File: config.mk
export PLATFORM = sky130hd
export DESIGN_NAME = mem_fill_writer
export DESIGN_NICKNAME = d
export VERILOG_FILES = /design/src/rtl/mem_fill_writer.sv
export SDC_FILE = /design/constraint.sdc
export NUM_CORES = 1
export LEC_CHECK = 0
export CELL_PAD_IN_SITES_DETAIL_PLACEMENT = 0
export CELL_PAD_IN_SITES_GLOBAL_PLACEMENT = 2
export CORE_MARGIN = 2
export CORE_UTILIZATION = 27
export CTS_CLUSTER_DIAMETER = 40
export DETAILED_ROUTE_END_ITERATION = 8
export HOLD_SLACK_MARGIN = 0.03
export PLACE_DENSITY_LB_ADDON = 0.15
export SYNTH_ARGS = -nofsm -noshare
export SYNTH_HDL_FRONTEND = slang
export SYNTH_SLANG_ARGS = --single-unit
File: constraint.sdc
create_clock -name clk -period 1.5 [get_ports clk]
set_input_delay 0.45 -clock clk [delete_from_list [all_inputs] [get_ports clk]]
set_output_delay 0.45 -clock clk [all_outputs]
set_load 0.005 [all_outputs]
File: src/rtl/mem_fill_writer.sv
// mem_fill_writer: fills a 2^ADDR_WIDTH-deep memory from a valid/ready byte stream, one pass per start.
// Optional running checksum output CSUM when MEM_FILL_CHECKSUM_EN is defined.
`default_nettype none

module mem_fill_writer #(
    parameter int ADDR_WIDTH = 10,
    parameter int DATA_WIDTH = 8
) (
    input  logic                  clk,
    input  logic                  rst_n,
    input  logic                  start,
    input  logic                  in_valid,
    input  logic [DATA_WIDTH-1:0] in_data,
    output logic                  in_ready,
    output logic [ADDR_WIDTH-1:0] ADDR,
    output logic [DATA_WIDTH-1:0] DATA,
    output logic                  WE,
    output logic                  busy,
`ifdef MEM_FILL_CHECKSUM_EN
    output logic [DATA_WIDTH-1:0] CSUM,
`endif
    output logic                  done
);

    typedef enum logic [1:0] {
        S_IDLE  = 2'd0,
        S_WRITE = 2'd1,
        S_DONE  = 2'd2
    } state_t;

    localparam logic [ADDR_WIDTH-1:0] c_LAST = '1;

    state_t                r_state;
    logic [ADDR_WIDTH-1:0] r_wr_ptr;
    logic [ADDR_WIDTH-1:0] r_addr;
    logic [DATA_WIDTH-1:0] r_data;
    logic                  r_we;
    logic                  w_xfer;
`ifdef MEM_FILL_CHECKSUM_EN
    logic [DATA_WIDTH-1:0] r_csum;
`endif

    // Handshake status is a pure decode of the state register.
    assign in_ready = (r_state == S_WRITE);
    assign busy     = (r_state == S_WRITE);
    assign done     = (r_state == S_DONE);
    assign w_xfer   = in_valid & in_ready;

    assign ADDR = r_addr;
    assign DATA = r_data;
    assign WE   = r_we;
`ifdef MEM_FILL_CHECKSUM_EN
    assign CSUM = r_csum;
`endif

    always_ff @(posedge clk or negedge rst_n) begin
        if (!rst_n) begin
            r_state  <= S_IDLE;
            r_wr_ptr <= '0;
            r_addr   <= '0;
            r_data   <= '0;
            r_we     <= 1'b0;
`ifdef MEM_FILL_CHECKSUM_EN
            r_csum   <= '0;
`endif
        end else begin
            r_we <= 1'b0;
            case (r_state)
                S_IDLE, S_DONE: begin
                    if (start) begin
                        r_state  <= S_WRITE;
                        r_wr_ptr <= '0;
`ifdef MEM_FILL_CHECKSUM_EN
                        r_csum   <= '0;
`endif
                    end
                end
                S_WRITE: begin
                    if (w_xfer) begin
                        r_addr   <= r_wr_ptr;
                        r_data   <= in_data;
                        r_we     <= 1'b1;
                        r_wr_ptr <= r_wr_ptr + 1'b1;
`ifdef MEM_FILL_CHECKSUM_EN
                        r_csum   <= r_csum + in_data;
`endif
                        // Leaving on the last address keeps the wrapped pointer from writing again.
                        if (r_wr_ptr == c_LAST) begin
                            r_state <= S_DONE;
                        end
                    end
                end
                default: begin
                    r_state <= S_IDLE;
                end
            endcase
        end
    end

endmodule

`default_nettype wire

==> impl_results.rst <==
.. list-table::
   :header-rows: 1

   * - Metric
     - Value
   * - Violations in the final reports
     - setup timing
   * - Area of the core region
     - approximately 0.0047 mm²
   * - Crit path time final
     - 1549 ps
   * - Most common cell after layout, fill and taps aside
     - sky130_fd_sc_hd__dfrtp_1
   * - Boundary Pins
     - 34
   * - Maximum Capacitance Violations
     - 0
   * - Via count of the first global-routing pass
     - about 1.2k
   * - Non-Filler Cell Area, Final
     - around 0.0021 mm²
   * - Hold EP
     - ADDR[9]
   * - Final Power
     - 2.575 mW
   * - Cells taking the most area after synthesis
     - sky130_fd_sc_hd__dfrtp_1 (60%), sky130_fd_sc_hd__mux2_2 (13%), sky130_fd_sc_hd__o21ai_0 (2.3%)
   * - CP startpoint kind
     - flop
   * - Slew margin rel.
     - 0.8301
   * - Number of cells traversed by the worst hold path
     - 2
   * - Power per unit of standard cell area
     - between 1000 and 1500 mW/mm²
   * - Largest net degree at the start of global routing
     - 32
   * - Endpoint required time on the critical path
     - between 1500 and 2000 ps
   * - RSZ-0062 raised after global routing
     - yes
   * - Clock-pin slew reported for the worst setup and hold paths after clock tree synthesis
     - 70 ps
   * - Fraction of layout cells with a size suffix above 1
     - 0.4114
   * - Final Instance Count excl. Fillers
     - about 230
   * - Critical-path maximum fanout
     - 5
   * - CTS root buf
     - sky130_fd_sc_hd__clkbuf_8
   * - Worst clock skew on the final layout
     - between 6 and 7 ps
   * - Top library cells by usage in the layout, fill and taps aside
     - sky130_fd_sc_hd__dfrtp_1 (31), sky130_fd_sc_hd__buf_4 (24), sky130_fd_sc_hd__dlygate4sd2_1 (20), sky130_fd_sc_hd__clkdlybuf4s50_1 (10), sky130_fd_sc_hd__mux2_4 (9)
   * - Total track usage
     - 0.1391
   * - Dpl ws
     - -464.1 ps
   * - Number of fillers in the final layout
     - 470
   * - First drt pass iteration count
     - 4
   * - Area of the die
     - between 0.005 and 0.006 mm²
   * - Final net count
     - 187
   * - Max Slew Vio Count
     - 0
   * - Antenna violations before repair
     - 0
   * - DPL Wire Length
     - between 2000 and 2500 µm
   * - Result of the run
     - finished with violations
   * - Clock tree from TritonCTS
     - done
   * - Count of unresolved DRC violations after routing
     - 0
   * - Final core utilization
     - 0.4517
   * - CTS sink cnt
     - 31
   * - Clock latency on the worst-skew pair
     - approximately 280 ps
   * - Worst Slack Setup Final
     - -49.26 ps
   * - RD Place Congestion
     - between 0.7 and 0.8
   * - Path type of the worst setup path
     - flop to flop
   * - Reg-to-Reg End
     - r_wr_ptr[6]
   * - Count of antenna diodes in the layout
     - 0
   * - Leak pwr
     - a little over 1 nW
   * - Data arrival time of the critical path
     - roughly 1800 ps
   * - Top cell type by total area after synthesis
     - sky130_fd_sc_hd__dfrtp_1
   * - Period Utilization, post-route
     - 1.033
   * - Sequential cell area fraction in the yosys report
     - 0.5973
   * - Post-synth cell types
     - 27
   * - Initial Utilization
     - 0.2768
   * - Slack of the worst reg-to-reg path
     - -50 ps
   * - Layout overhead on the synthesized area
     - 63.20%
   * - Class of the most critical hold timing path
     - flop to flop
   * - Worst vdd rail ir drop
     - 0.4029 mV
   * - Number of failing hold endpoints at the final stage
     - 0
   * - Horizontal extent of the die
     - about 73 µm
   * - Worst R2R Start
     - r_state[1]
   * - Post-route antenna net violation count
     - 0
   * - R2R cell count
     - 4
   * - DR vias
     - ~1.1k
   * - Number of buffers on the longest clock path
     - 2
   * - Seq cells post-synth
     - 31
   * - Max H-tree Level
     - 2
   * - Synthesis Warnings
     - 0
   * - Number of buffers created by CTS
     - 5
   * - Worst setup EP type
     - flop
   * - Final number of setup-violating endpoints
     - 17
   * - Min-delay src
     - ADDR[9]
   * - Number of port buffers
     - 33
   * - Post-synthesis net count
     - 119
   * - Placed Area
     - around 0.0019 mm²
   * - Die Y-Extent
     - 73.36 µm
   * - Slew at the pin closest to its max-slew limit
     - 254.1 ps
   * - Total placed cells including tap cells
     - roughly 210
   * - Row Count
     - 25
   * - Violation count after the first detailed-route iteration
     - 42
   * - First-pass GRT wire length
     - 5644 µm
   * - Post-synthesis area per instance
     - 12.25 µm²
   * - Final Routed Wirelength
     - 3202 µm
   * - Top cell type's share of synthesized area
     - 0.5973
   * - Vias per std cell
     - 4.725
   * - Total overflow reported by the global router
     - 0
   * - DR WL/cell
     - 13.98 µm
   * - Post-synthesis instance area
     - around 0.0013 mm²
   * - F_max
     - 645.5 MHz
   * - Cells after Synth
     - around 110
## metal layers
metal,up-vias,routed length [µm],global-route usage
li1,517,-,-
met1,538,1510,0.1746
met2,23,1545,0.2242
met3,4,112,0.04252
met4,0,34,0.05455
met5,-,0,0
## cell usage after synthesis (all sizes together)
cell type,number
or2,1
or3,2
nand3,4
or4,3
nand4b,2
inv,5
xor2,1
a21oi,5
o21ai,6
nand4,3
mux2i,1
ha,1
o31ai,4
o32ai,1
dfrtp,31
buf,4
nand2b,2
o211ai,1
nor2,1
nand2,8
o32a,1
nand3b,1
nor3,1
mux2,15
nor2b,2
## critical path: stages (launching register included)
cell and delay, ps:
sky130_fd_sc_hd__dfrtp_1 400, sky130_fd_sc_hd__buf_6 130, sky130_fd_sc_hd__nand3b_1 270, sky130_fd_sc_hd__or4_1 520, sky130_fd_sc_hd__a21oi_1 150
## layout make-up
| type | instances | area (µm²) | share of cell area |
|---|---|---|---|
| Clock buffer | 8 | 100.1 | 0.04723 |
| Inverter | 5 | 18.77 | 0.008855 |
| Multi-Input combinational cell | 66 | 578.1 | 0.2727 |
| Sequential cell | 31 | 775.7 | 0.3660 |
| Tap cell | 54 | 67.56 | 0.03188 |
| Timing Repair Buffer | 65 | 579.3 | 0.2733 |
## stage by stage
stage               setup TNS, ps  hold WS [ps]
floorplan                       0         154.4
global placement            -9262         466.7
detailed placement          -9526         483.8
CTS                        -639.8         502.6
global route                -2087         529.9
finish                     -406.2         492.6
## registers in the layout (all words and copies together) (netlist names)
name and count:
r_wr_ptr 10, ADDR 10, WE 1, r_state 2
DATA 8
## power by group
group	total (mW)	switching [mW]	internal [mW]
logic	0.742	0.265	0.478
registers	1.11	0.117	0.990
clock network	0.725	0.307	0.419
total	2.58	0.689	1.89
## cells by family after synthesis
kind of cell,count (synthesis),synth area share
buffers and inverters,9,0.03179
AO/OA/AOI/OAI,18,0.08574
multiplexers,16,0.1378
adder cells (fa/ha/maj),1,0.009632
flip-flops,31,0.5973
AND/OR/NAND/NOR,30,0.1310
XOR/XNOR,1,0.006745
## worst max path at each step
stage / endpoint / depth (start not counted) / start / slack, ps
finish: r_wr_ptr[6] / 4 / r_state[1] / -50
CTS: r_wr_ptr[6] / 4 / r_state[1] / -70
global placement: r_wr_ptr[9] / 5 / in_valid / -420
floorplan: r_wr_ptr[8] / 4 / r_wr_ptr[0] / 80
detailed placement: r_wr_ptr[8] / 4 / in_valid / -460
global route: r_wr_ptr[6] / 4 / r_state[1] / -150
## what timing repair did
action	4_1_cts	5_1_grt
setup endpoints to repair	39	28
pin swaps	10	5
gates resized for setup	57	9
hold buffers	0	0
setup buffers	7	4
(Power assumes the default switching activity.)
